$ cat config.mk
export PLATFORM = sky130hd
export DESIGN_NAME = sdram_wr_packer
export DESIGN_NICKNAME = d
export VERILOG_FILES = /design/src/rtl/sdram_pkg.sv /design/src/rtl/sdram_wbuf_mem.sv /design/src/rtl/sdram_wr_packer.sv
export SDC_FILE = /design/constraint.sdc
export NUM_CORES = 1
export LEC_CHECK = 0
export CAP_MARGIN = 10
export CORE_MARGIN = 2
export CORE_UTILIZATION = 25
export DETAILED_ROUTE_END_ITERATION = 16
export DONT_BUFFER_PORTS = 1
export PLACE_DENSITY = 0.4
export SETUP_SLACK_MARGIN = 0.3
export SYNTH_ARGS = -nofsm -noshare
export SYNTH_HDL_FRONTEND = slang
export SYNTH_SLANG_ARGS = --single-unit
$ cat constraint.sdc
create_clock -name clock -period 2.8 [get_ports clock]
set_input_delay 0.7 -clock clock [delete_from_list [all_inputs] [get_ports clock]]
set_output_delay 0.7 -clock clock [all_outputs]
set_load 0.01 [all_outputs]
$ cat src/rtl/sdram_pkg.sv
// sdram_pkg: shared SDRAM defaults, write-packer state and controller status types
package sdram_pkg;
  localparam int DEF_WORD_W = 16;
  localparam int DEF_BURST_LEN = 4;
  localparam int DEF_DEPTH_BURSTS = 4;
  typedef enum logic {S_FILL, S_PAD} pack_state_t;
  typedef enum logic [2:0] {ST_INIT, ST_IDLE, ST_ACTIVE, ST_WRITE, ST_READ, ST_REFRESH} ctrl_status_t;
endpackage

$ cat src/rtl/sdram_wbuf_mem.sv
// sdram_wbuf_mem: word-wide write port, burst-wide combinational read port, no reset
module sdram_wbuf_mem #(
  parameter int WORD_W = 16,
  parameter int BURST_LEN = 4,
  parameter int DEPTH_BURSTS = 4
) (
  input  logic                                        clock,
  input  logic                                        wr_en,
  input  logic [$clog2(DEPTH_BURSTS*BURST_LEN)-1:0]   wr_addr,
  input  logic [WORD_W-1:0]                           wr_data,
  input  logic [$clog2(DEPTH_BURSTS)-1:0]             rd_burst,
  output logic [WORD_W-1:0]                           rd_data [BURST_LEN]
);
  localparam int BO_W = $clog2(BURST_LEN);
  logic [WORD_W-1:0] mem [DEPTH_BURSTS*BURST_LEN];
  always_ff @(posedge clock)
    if (wr_en) mem[wr_addr] <= wr_data;
  for (genvar i = 0; i < BURST_LEN; i++) begin : g_rd
    assign rd_data[i] = mem[{rd_burst, BO_W'(i)}];
  end
endmodule

$ cat src/rtl/sdram_wr_packer.sv
// sdram_wr_packer: packs upstream words into zero-padded bursts for the SDRAM write path
module sdram_wr_packer
  import sdram_pkg::*;
#(
  parameter int WORD_W = DEF_WORD_W,
  parameter int BURST_LEN = DEF_BURST_LEN,
  parameter int DEPTH_BURSTS = DEF_DEPTH_BURSTS
) (
  input  logic              clock,
  input  logic              reset,
  input  logic [WORD_W-1:0] inData,
  input  logic              inValid,
  output logic              inReady,
  input  logic              flush,
  output logic [WORD_W-1:0] burstData [BURST_LEN],
  output logic              burstEnable,
  input  logic              burstTake,
  output logic [4:0]        level,
  output logic              underrunErr
);
  localparam int DEPTH = DEPTH_BURSTS * BURST_LEN;
  localparam int WP_W = $clog2(DEPTH);
  localparam int RB_W = $clog2(DEPTH_BURSTS);
  pack_state_t state, state_nxt;
  logic [WP_W-1:0] wr_ptr, wr_ptr_nxt;
  logic [RB_W-1:0] rd_burst;
  logic [WORD_W-1:0] wr_data;
  logic wr_en, take, partial;
  assign inReady = state == S_FILL && level < 5'(DEPTH);
  assign burstEnable = level >= 5'(BURST_LEN);
  assign take = burstTake & burstEnable;
  assign wr_en = state == S_PAD || (inValid && inReady);
  assign wr_data = state == S_PAD ? '0 : inData;
  assign wr_ptr_nxt = wr_ptr + WP_W'(wr_en);
  // judged after this cycle's write so a push coinciding with flush is padded correctly
  assign partial = (int'(wr_ptr_nxt) % BURST_LEN) != 0;
  always_comb begin
    state_nxt = state;
    state_nxt = state == S_PAD ? (partial ? S_PAD : S_FILL) : (flush && partial ? S_PAD : S_FILL);
  end
  always_ff @(posedge clock or posedge reset)
    if (reset) begin
      state <= S_FILL;
      wr_ptr <= '0;
      rd_burst <= '0;
      level <= '0;
      underrunErr <= 1'b0;
    end else begin
      state <= state_nxt;
      wr_ptr <= wr_ptr_nxt;
      rd_burst <= rd_burst + RB_W'(take);
      level <= level + 5'(wr_en) - (take ? 5'(BURST_LEN) : 5'd0);
      underrunErr <= underrunErr | (burstTake & ~burstEnable);
    end
  sdram_wbuf_mem #(.WORD_W(WORD_W), .BURST_LEN(BURST_LEN), .DEPTH_BURSTS(DEPTH_BURSTS)) u_mem (
    .clock(clock),
    .wr_en(wr_en),
    .wr_addr(wr_ptr),
    .wr_data(wr_data),
    .rd_burst(rd_burst),
    .rd_data(burstData)
  );
endmodule

Yosys cells after proc, flatten, opt, wreduce, memory -nomap -nowiden
Memories as Yosys holds them, arrays and structs flattened.
Index checks and enable logic that the tools add are counted.
{"block": "word_totals", "ramBits": 256, "word_cells": 29, "out_inout_bits": 72, "inputBits": 21, "regBits": 13, "n_memories": 1}
{"name": "u_mem.mem", "words": 16, "word_bits": 16, "read_ports": 4, "rd_ports_with_merged_regs": 0, "write_ports": 1, "line_no": "sdram_wbuf_mem.sv:15", "text": "logic [WORD_W-1:0] mem [DEPTH_BURSTS*BURST_LEN];"}
{"block": "classes", "mux": 7, "bitwise": 5, "order_cmp": 2, "reduce_logical": 5, "add_sub_neg": 4}
{"operator": "$reduce_bool A32 Y1", "count": 1}
{"operator": "$mux W16", "count": 1}
{"operator": "$add A5 B1 Y5", "count": 1}
{"operator": "$ge A5 B3 Y1 const B", "count": 1}
{"operator": "$lt A5 B5 Y1 const B", "count": 1}
{"operator": "$mux W1", "count": 5}
{"operator": "$sub A5 B3 Y5", "count": 1}
{"operator": "$add A4 B1 Y4", "count": 1}
{"operator": "$logic_and A1 B1 Y1", "count": 3}
{"operator": "$mux W3", "count": 1}
{"operator": "$add A2 B1 Y2", "count": 1}
{"operator": "$and A1 B1 Y1", "count": 2}
{"operator": "$not A1 Y1", "count": 2}
{"operator": "$logic_or A1 B1 Y1", "count": 1}
{"operator": "$or A1 B1 Y1", "count": 1}

Longest topological paths before layout
Gate-level depths: netlist of run 1.
{"block": "depth", "word_depth": 9, "depth_mapped": 9}

Hierarchy
Synthesis of run 1 repeated with hierarchy kept, for this count alone.
{"block": "unflattened", "hier_cells": 423, "hier_area_um2": 10147.2}
{"mod": "sdram_wbuf_mem", "seq_area_each_um2": 7687.4, "area_per_inst_um2": 9420.3, "cells_per_inst": 357, "instances": 1}
{"mod": "sdram_wr_packer", "seq_area_each_um2": 325.3, "area_per_inst_um2": 726.9, "cells_per_inst": 66, "instances": 1}

Worst setup path after synthesis of run 1
OpenSTA, ideal clock, no wires.
{"block": "synth_path", "path_type": "input port to flip-flop", "start": "input inValid", "end": "memory u_mem.mem[0][0], enable pin", "required_time_ns": 2.391, "slack_ns": 0.138, "cell_stages": 3, "setup_ns": 0.409, "arrival_time_ns": 2.252, "path_cell_list": "nor2b_1 o211ai_1 nor3_1"}
{"block": "synth_between", "elab_chain_len": 4}
{"item": "from (decl)", "line_no": "sdram_wr_packer.sv:12", "text": "input logic inValid,"}
{"item": "$logic_and A1 B1 Y1", "line_no": "sdram_wr_packer.sv:32", "text": "assign wr_en = state == S_PAD || (inValid && inReady);"}
{"item": "$logic_or A1 B1 Y1", "line_no": "sdram_wr_packer.sv:32"}
{"item": "$mux W1", "line_no": "sdram_wbuf_mem.sv:17", "text": "if (wr_en) mem[wr_addr] <= wr_data;"}
{"item": "$mux W1 (implied by the code)", "line_no": "sdram_wbuf_mem.sv:17"}
{"item": "to (decl)", "line_no": "sdram_wbuf_mem.sv:15"}
No other way between the ends.

==> summary.txt, run 1 <==
Status
  – Outcome: finished, final reports clean

Route
  – Iter 0 DRT Violations: 300
  – Routed WL per cell: 24.1 um
  – Vias per Instance: 4.27
  – DR vias: 4484
  – # DRC: 0
  – Drt pass-1 iters: 6
  – DRT antenna net count: 0
  – Routed WL: 25.3 mm

Synthesis
  – Synth Area in Compound Gates: 0.00653
  – Synth warn: 0
  – XOR/XNOR share of the synthesized area: 0.00518
  – Asr flop ratio synth: 0.0483
  – Post-synth EDFFs: 256
  – Post-synth top flop: edfxtp_1
  – Synth area leaders: edfxtp_1 (76%), mux4_2 (13%), dfrtp_1 (3.2%), ha_1 (1.4%), buf_12 (1.2%)
  – Synth area leader: edfxtp_1
  – Post-synthesis register bit count: 269
  – Area share of fa/ha/maj cells after synthesis: 0.0136
  – Post-synthesis mux area share: 0.143
  – Avg Inst Size Synth: 23.8 sq um
  – Largest family of logic cells by synthesized area: multiplexers
  – Synth unique cells: 24
  – Simple-Gate Fraction of Synth Area: 0.0209
  – Mapped Cells: 427
  – Yosys top cell area share: 0.757
  – Mapped cell area: 10200 sq um
  – Post-synthesis sequential area ratio: 0.789
  – Syn_nets: 459

Die
  – Die span in y: 206 um
  – Die W: 206 um
  – Core area: 39900 sq um
  – Die ar.: 42200 sq um
  – Site Rows: 73
  – Ports: 93
  – Initial Util: 0.254

STA
  – Max Transition Viols Final: 0
  – Worst Skew: 0.0112 ns
  – Post-route minimum period: 2.62 ns
  – Max Freq: 382 MHz
  – Setup tns final: 0 ns
  – Worst-Margin Slew: 0.552 ns
  – RSZ-0062 raised after global routing: yes
  – Fin crit share: 0.936
  – Setup Viol. Count Final: 0
  – Final hold slack: 0.0824 ns
  – Setup ws final: 0.179 ns
  – Fin. Hold Viols: 0
  – Slew headroom: 0.632

Finish
  – Most frequent cells in the layout: edfxtp_1 (256), mux4_2 (64), buf_4 (43)
  – FILL cells: 3806
  – Share of post-route cells with drive strength above 1: 0.333
  – Layout Nets: 533
  – Multi-input logic area: 1930 sq um
  – Reg area: 8020 sq um
  – Most common cell after layout, fill and taps aside: edfxtp_1
  – Area delta synth->final: 21.4%
  – Utilization after layout: 0.309

Critical path
  – CP endpoint kind: primary output
  – Startpoint types: flip-flop
  – Crit path kind: flip-flop to primary output
  – CP max FO: 8
  – CP required: 2.10 ns
  – WP data arrival: 1.92 ns

Global route
  – Tot GR Track Use: 0.121
  – First-pass GRT wire length: 35.4 mm
  – Initial antenna violation count: 1
  – Largest net degree at the start of global routing: 24
  – Vias in the first global route: 4703
  – Grt ovf: 0

Power and ir drop
  – Leakage Power: 4.05 nW
  – Total power: 14.2 mW
  – Pwr/cell area: 1150 nW/um^2
  – Max VDD drop: 0.426 mV

Place
  – Port bufs: 0
  – Setup WS pre-CTS: 0.564 ns
  – Post-DP HPWL: 14.7 mm
  – Routability cong.: 0.719

Clock tree
  – CTS Hold Bufs: 0
  – Worst-path clk slew: 0.06 ns
  – Clock buffer count from CTS: 29
  – CTS tree: built
  – Root Driver: clkbuf_16
  – Clk Latency, worst-skew pair: 0.55 ns
  – Htree depth: 1
  – Clock tree buffer depth: 3
  – Clock Sink Count: 269

Hold path
  – Min-Delay Path Class: primary input to async pin

Run
  – Max Cap Viol: 0
## report_power, final
group | internal, mW | total [mW] | switching [mW]
registers | 5.44 | 5.75 | 0.317
logic | 1.95 | 4.52 | 2.57
clock network | 2.35 | 3.91 | 1.57
## layer usage
| layer | vias to the layer above | global-route usage | routed length (um) |
|---|---|---|---|
| met5 | - | 0 | 0 |
| met4 | 0 | 0.0352 | 522 |
| met3 | 34 | 0.0322 | 1550 |
| met2 | 110 | 0.191 | 12000 |
| met1 | 2415 | 0.162 | 11300 |
| li1 | 1925 | - | - |
## critical path: stages (launching register included)
cell,delay (ns)
dfrtp_4,0.49
buf_12,0.14
clkbuf_16,0.16
mux4_2,0.57
## kinds of logic (layout without fill, tap and decap cells)
group	Yosys count	count (layout)
flip-flops	269	269
buffers and inverters	27	123
AO/OA/AOI/OAI	9	9
AND/OR/NAND/NOR	41	41
adder cells (fa/ha/maj)	11	11
multiplexers	64	64
other	0	3
XOR/XNOR	6	6
## flip-flops by register name, summed over array words and instances, names as in the netlist
name         flops
u_mem.mem      256
level            5
wr_ptr           4
rd_burst         2
state            1
underrunErr      1
## synth_stat cells, types with 3 or more instances
master / number
mux4_2: 60
o211ai_1: 4
mux4_1: 4
edfxtp_1: 256
nand2b_1: 3
buf_12: 6
dfrtp_1: 13
nor2_1: 13
nor2b_1: 17
xor2_1: 4
inv_1: 11
ha_1: 11
nor3_1: 4
buf_2: 7
## final timing paths
kind / start / to / slack [ns] / cells after the start
max: rd_burst[0]$_DFF_PP0_ / burstData[11] / 0.18 / 3
min: reset / level[1]$_DFF_PP0_ / 0.08 / 1
max reg2reg: level[4]$_DFF_PP0_ / level[4]$_DFF_PP0_ / 0.63 / 9
min reg2reg: wr_ptr[3]$_DFF_PP0_ / wr_ptr[3]$_DFF_PP0_ / 0.54 / 1
max in group asynchronous: reset / rd_burst[1]$_DFF_PP0_ / 2.30 / 1
min in group clock: burstTake / underrunErr$_DFF_PP0_ / 0.29 / 2
## per-stage QoR
stage / cells / area, sq um
after global placement: 975 / 11000
after global routing: 1048 / 12300
after floorplan: 427 / 10200
after detailed placement: 975 / 11000
after CTS: 1043 / 12200
final: 1051 / 12300
## cell type report
cell class | instances | share of cell area
Clock inverter | 23 | 0.0200
Tap cell | 525 | 0.0533
Timing Repair Buffer | 59 | 0.0565
Antenna cell | 3 | 0.000609
Inverter | 11 | 0.00335
Clock buffer | 30 | 0.0592
Multi-Input combinational cell | 131 | 0.157
Sequential cell | 269 | 0.650
## repair_timing
action,4_1_cts,5_1_grt
endpoints found under the setup margin,64,64
gates resized for setup,22,2
buffers inserted,10,2
cloned,5,3
Power figures use the tool's default switching activity.
==> inputs of run 2 (changes only) <==
REMOVE_ABC_BUFFERS = 1   (was default)
==> summary.txt, run 2 (synthesis results as in run 1) <==
Die
  – Site Rows: 73 (unchanged)
  – Initial Util: 0.254 (unchanged)
  – Ports: 93 (unchanged)
  – Die W: 206 um (unchanged)
  – Die ar.: 42200 sq um (unchanged)
  – Core area: 39900 sq um (unchanged)
  – Die span in y: 206 um (unchanged)

Finish
  – FILL cells: 3824 (+0.47%)
  – Largest registers: u_mem.mem x256, level x5, wr_ptr x4
  – Layout Nets: 526 (-1.3%)
  – Most common cell after layout, fill and taps aside: edfxtp_1
  – Area delta synth->final: 19.2%
  – Utilization after layout: 0.303 (-0.00555)
  – Final cell count without fillers: 1044 (-0.67%)
  – Max FFs per register: 256 (unchanged)
  – Most frequent cells in the layout: edfxtp_1 (256), mux4_2 (64), buf_4 (40)
  – Share of post-route cells with drive strength above 1: 0.317 (-0.0155)
  – Reg with most FFs: u_mem.mem

Global route
  – Largest net degree at the start of global routing: 24 (unchanged)
  – Tot GR Track Use: 0.118 (-0.00215)
  – Grt ovf: 0 (unchanged)
  – Vias in the first global route: 4821 (+2.5%)
  – Initial antenna violation count: 7 (+6)
  – First-pass GRT wire length: 34.9 mm (-1.5%)

Route
  – # DRC: 0 (unchanged)
  – DR vias: 4447 (-0.83%)
  – DRT antenna net count: 0 (unchanged)
  – Drt pass-1 iters: 4 (-2)
  – Vias per Instance: 4.26 (-0.16%)
  – Routed WL: 24.8 mm (-2.0%)
  – Iter 0 DRT Violations: 273 (-9.0%)
  – Routed WL per cell: 23.7 um (-1.4%)

Clock tree
  – Htree depth: 1 (unchanged)
  – Root Driver: clkbuf_16
  – Clock tree buffer depth: 3 (unchanged)
  – Clk Latency, worst-skew pair: 0.55 ns (about the same)
  – Clock buffer count from CTS: 30 (+3.4%)
  – Clock Sink Count: 269 (unchanged)
  – CTS Hold Bufs: 0 (unchanged)
  – Worst-path clk slew: 0.06 ns (about the same)
  – CTS tree: built

STA
  – Max Freq: 375 MHz (-1.7%)
  – Max Transition Viols Final: 0 (unchanged)
  – Post-route minimum period: 2.67 ns (+0.0456 ns)
  – Fin crit share: 0.952 (+0.0163)
  – Fin. Hold Viols: 0 (unchanged)
  – Worst-Margin Slew: 0.577 ns (+0.0250 ns)
  – RSZ-0062 raised after global routing: yes
  – Slew headroom: 0.615 (-0.0167)
  – Worst Skew: 0.00911 ns (-0.00213 ns)
  – Setup Viol. Count Final: 0 (unchanged)

Critical path
  – WP data arrival: 1.97 ns (+0.05 ns)
  – Cells on worst reg2reg path: 9 (unchanged)
  – CP endpoint kind: primary output
  – CP max FO: 5 (-3)
  – Crit path kind: flip-flop to primary output
  – CP required: 2.10 ns (about the same)
  – Startpoint types: flip-flop
  – Reg2reg setup slack: 0.60 ns (-0.03 ns)

Power and ir drop
  – Total power: 13.6 mW (-4.5%)
  – Max VDD drop: 0.483 mV (+13%)
  – Pwr/cell area: 1120 nW/um^2 (-2.7%)
  – Leakage Power: 3.95 nW (-2.4%)

Run
  – Max Cap Viol: 0 (unchanged)

Place
  – Post-DP HPWL: 14.7 mm (-0.26%)
  – Port bufs: 0 (unchanged)
  – Post-Place Cells: 975 (unchanged)
  – Routability cong.: 0.698 (-2.9%)

Hold path
  – Min-Delay Path Class: primary input to async pin

Status
  – Outcome: finished, final reports clean
## run 2: layer usage
metal | vias to the layer above | part of all wire | global-route usage
li1 | 1909 | - | -
met1 | 2375 | 0.42 | 0.150
met2 | 114 | 0.49 | 0.195
met3 | 41 | 0.071 | 0.0372
met4 | 8 | 0.022 | 0.0342
met5 | - | 0.0017 | 0
## run 2: metrics by stage
| step | TNS (ns) | worst slack, ns | hold slack [ns] | cell area, sq um |
|---|---|---|---|---|
| floorplan | -72.60 | -1.18 | 0.486 | 9980 |
| global route | 0 | 0.0796 | 0.112 | 12100 |
| CTS | 0 | 0.100 | 0.0725 | 12000 |
| finish | 0 | 0.134 | 0.0951 | 12100 |
| detailed placement | 0 | 0.554 | 0.526 | 11000 |
| global placement | 0 | 0.630 | 0.501 | 11000 |
## run 2: area by class of cell
type	instances	area, sq um	area share
well taps	525	657	0.0543
diodes	2	5.00	0.000413
clock buffers	38	802	0.0662
flip-flops and latches	269	8020	0.662
clock inverters	17	105	0.00868
multi-input cells	131	1930	0.159
inverters	11	41.3	0.00341
repair buffers	51	549	0.0454
## run 2: final timing paths
path | endpoint | from
worst max-delay path | burstData[19] | rd_burst[0]$_DFF_PP0_
worst min-delay path | level[2]$_DFF_PP0_ | reset
worst max register to register | level[4]$_DFF_PP0_ | level[3]$_DFF_PP0_
worst min register to register | wr_ptr[3]$_DFF_PP0_ | wr_ptr[3]$_DFF_PP0_
max in group asynchronous | rd_burst[0]$_DFF_PP0_ | reset
min in group clock | state$_DFF_PP0_ | flush
## run 2: critical path, cell delays in order (launching register included)
cell	delay [ns]
dfrtp_4	0.51
buf_12	0.15
buf_12	0.13
clkbuf_16	0.15
mux4_2	0.46
## run 2: what timing repair did
action / CTS / global route
setup buffers: 7 / 0
gates resized for setup: 7 / 1
endpoints found under the setup margin: 61 / 63
cloned: 2 / 3
## run 2: power by group
| part | total, mW | internal (mW) | switching, mW |
|---|---|---|---|
| clock | 3.58 | 2.10 | 1.48 |
| sequential | 5.72 | 5.43 | 0.287 |
| combinational | 4.25 | 1.75 | 2.50 |
| total | 13.6 | 9.28 | 4.27 |
==> inputs of run 3 (changes only) <==
ABC_AREA = 1   (was default)
==> summary.txt, run 3 <==
Route
  – # DRC: 0 (unchanged)
  – Routed WL: 28.6 mm (+15%)
  – Drt pass-1 iters: 4 (unchanged)
  – Iter 0 DRT Violations: 333 (+22%)
  – DR vias: 6402 (+44%)
  – Vias per Instance: 4.15 (-2.5%)
  – DRT antenna net count: 0 (unchanged)
  – Routed WL per cell: 18.6 um (-22%)

Clock tree
  – CTS tree: built
  – Htree depth: 1 (unchanged)
  – Worst-path clk slew: 0.06 ns (about the same)
  – CTS Hold Bufs: 0 (unchanged)
  – Clock buffer count from CTS: 31 (+3.3%)
  – Clock Sink Count: 269 (unchanged)
  – Root Driver: clkbuf_16
  – Clk Latency, worst-skew pair: 0.56 ns (about the same)
  – Clock tree buffer depth: 3 (unchanged)

Synthesis
  – Synth area leader: edfxtp_1
  – Mapped Cells: 874 (+100%)
  – Asr flop ratio synth: 0.0483 (unchanged)
  – Post-synth EDFFs: 256 (unchanged)
  – Mapped cell area: 10900 sq um (+7.3%)
  – Post-synth top flop: edfxtp_1
  – Synth unique cells: 18 (-25%)
  – Post-synthesis register bit count: 269 (unchanged)
  – Synth area leaders: edfxtp_1 (71%), inv_1 (5.7%), nand2_1 (5.0%), o211ai_1 (4.4%), a21oi_1 (3.0%)
  – Top cells by count, synth: edfxtp_1 (256), inv_1 (166), nand2_1 (144)
  – Cell with the most instances after synthesis: edfxtp_1
  – Yosys top cell area share: 0.706 (-0.0515)
  – Synth warn: 0 (unchanged)
  – Post-synthesis sequential area ratio: 0.736 (-0.0537)
  – Avg Inst Size Synth: 12.5 sq um (-48%)

Power and ir drop
  – Logic pwr share: 0.385 (+0.071)
  – Int Pwr: 9.83 mW (+5.9%)
  – Leakage Power: 5.20 nW (+32%)
  – Sw power: 5.72 mW (+34%)
  – Switching share of power: 0.368 (+0.0528)
  – Total power: 15.6 mW (+15%)
  – Clock power share: 0.247 (-0.017)
  – Reg power frac: 0.368 (-0.054)
  – Pwr/cell area: 1150 nW/um^2 (+3.1%)
  – Max VDD drop: 0.434 mV (-10%)

Place
  – Post-Place Cells: 1456 (+49%)
  – Port bufs: 0 (unchanged)
  – Post-DP HPWL: 15.7 mm (+7.1%)
  – Routability cong.: 0.687 (-1.6%)

STA
  – RSZ-0062 raised after global routing: yes
  – Post-route minimum period: 2.59 ns (-0.0775 ns)
  – Slew headroom: 0.203 (-0.412)
  – Fin. Hold Viols: 0 (unchanged)
  – Setup Viol. Count Final: 0 (unchanged)
  – Fin crit share: 0.925 (-0.0277)
  – Worst Skew: 0.0113 ns (+0.00217 ns)
  – Max Freq: 386 MHz (+3.0%)
  – Final hold slack: 0.0804 ns (-0.0148 ns)
  – Worst-Margin Slew: 1.19 ns (+0.615 ns)
  – Max Transition Viols Final: 0 (unchanged)

Global route
  – Initial antenna violation count: 1 (-6)
  – Grt ovf: 0 (unchanged)
  – Tot GR Track Use: 0.123 (+0.00441)
  – First-pass GRT wire length: 40.7 mm (+17%)
  – Largest net degree at the start of global routing: 66 (+180%)
  – Vias in the first global route: 6263 (+30%)

Finish
  – FILL cells: 4332 (+13%)
  – Most frequent cells in the layout: edfxtp_1 (256), inv_1 (166), nand2_1 (108)
  – Reg with most FFs: u_mem.mem
  – Max FFs per register: 256 (unchanged)
  – Share of post-route cells with drive strength above 1: 0.193 (-0.124)
  – Most common cell after layout, fill and taps aside: edfxtp_1
  – Area delta synth->final: 23.7%
  – Final cell count without fillers: 1541 (+48%)
  – Largest registers: u_mem.mem x256, level x5, wr_ptr x4
  – Layout Nets: 963 (+83%)
  – Utilization after layout: 0.313 (+0.00954)

Die
  – Initial Util: 0.253 (-0.00148)
  – Core area: 43100 sq um (+7.9%)
  – Ports: 93 (unchanged)
  – Site Rows: 76 (+4.1%)
  – Die W: 213 um (+3.5%)
  – Die ar.: 45300 sq um (+7.1%)
  – Die span in y: 213 um (+3.5%)

Critical path
  – CP required: 2.10 ns (about the same)
  – Crit path kind: flip-flop to primary output
  – Worst reg2reg path endpoint: u_mem.mem[7][9]$_DFFE_PP_
  – CP endpoint kind: primary output
  – Reg2reg setup slack: 0.78 ns (+0.18 ns)
  – Startpoint types: flip-flop
  – WP data arrival: 1.89 ns (-0.08 ns)
  – Worst r2r src: state$_DFF_PP0_
  – CP max FO: 8 (+3)
  – Cells on worst reg2reg path: 6 (-3)

Hold path
  – Min-Delay Path Class: primary input to async pin

Run
  – Max Cap Viol: 0 (unchanged)

Status
  – Outcome: finished, final reports clean
[run 3: power groups by stage]
stage	logic, mW	clock network (mW)	registers [mW]
finish	5.98	3.84	5.73
global route	6.71	4.11	5.79
CTS	5.52	3.98	5.73
detailed placement	4.80	0	5.85
global placement	4.77	0	5.83
floorplan	2.41	0	6.15
[run 3: layout make-up]
cell class	count	area (sq um)	area share
tap	585	732	0.0543
multi-input combinational	395	2270	0.168
sequential	269	8020	0.595
antenna	2	5.00	0.000371
inverter	166	623	0.0462
clock buffer	40	810	0.0601
timing repair buffer	68	873	0.0648
clock inverter	16	146	0.0109
[run 3: worst max-delay path: stages, from the launching register on]
cell and delay [ns]:
dfrtp_4 0.50, buf_12 0.15, buf_12 0.14, buf_4 0.17, a21oi_1 0.13, o21ai_1 0.10
nand2_2 0.13
[run 3: kinds of logic (layout without fill, tap and decap cells)]
logic type                 Yosys count  count (layout)  synth area share
AOI/OAI and AO/OA                  195             195             0.105
xor gates and xnor gates             4               4           0.00322
adders and majority gates           11              11            0.0126
buffers and inverters              210             290            0.0787
and+or+nand+nor                    185             185            0.0650
other                                0               2                 0
DFF                                269             269             0.735
[run 3: layer usage]
metal / track usage / part of all wire / vias up
li1: - / - / 3115
met1: 0.160 / 0.45 / 3154
met2: 0.201 / 0.47 / 96
met3: 0.0390 / 0.062 / 35
met4: 0.0244 / 0.017 / 2
met5: 0 / 0.00049 / -
[run 3: repair_timing]
item / CTS / global route
pin swaps: 40 / 43
cloned: 4 / 5
setup buffers: 12 / 4
setup endpoints to repair: 61 / 64
resized for setup: 52 / 84
[run 3: per-stage QoR]
| stage | area (sq um) | TNS (ns) | worst slack (ns) |
|---|---|---|---|
| floorplan | 10700 | -158.24 | -2.43 |
| CTS | 13100 | 0 | 0.160 |
| global placement | 11800 | 0 | 0.617 |
| global route | 13500 | 0 | 0.138 |
| detailed placement | 11800 | 0 | 0.628 |
| finish | 13500 | 0 | 0.211 |
[run 3: how the worst max path moves through the flow]
stage                           from                   endpoint  slack, ns  cells past startpoint
2_1_floorplan  rd_burst[0]$_DFF_PP0_               burstData[0]      -2.43                      2
3_3_place_gp                 inValid  u_mem.mem[7][3]$_DFFE_PP_       0.62                      5
3_5_place_dp                 inValid  u_mem.mem[7][2]$_DFFE_PP_       0.63                      5
4_1_cts        rd_burst[0]$_DFF_PP0_              burstData[48]       0.16                      6
5_1_grt        rd_burst[0]$_DFF_PP0_              burstData[52]       0.14                      5
6_report       rd_burst[0]$_DFF_PP0_              burstData[57]       0.21                      6
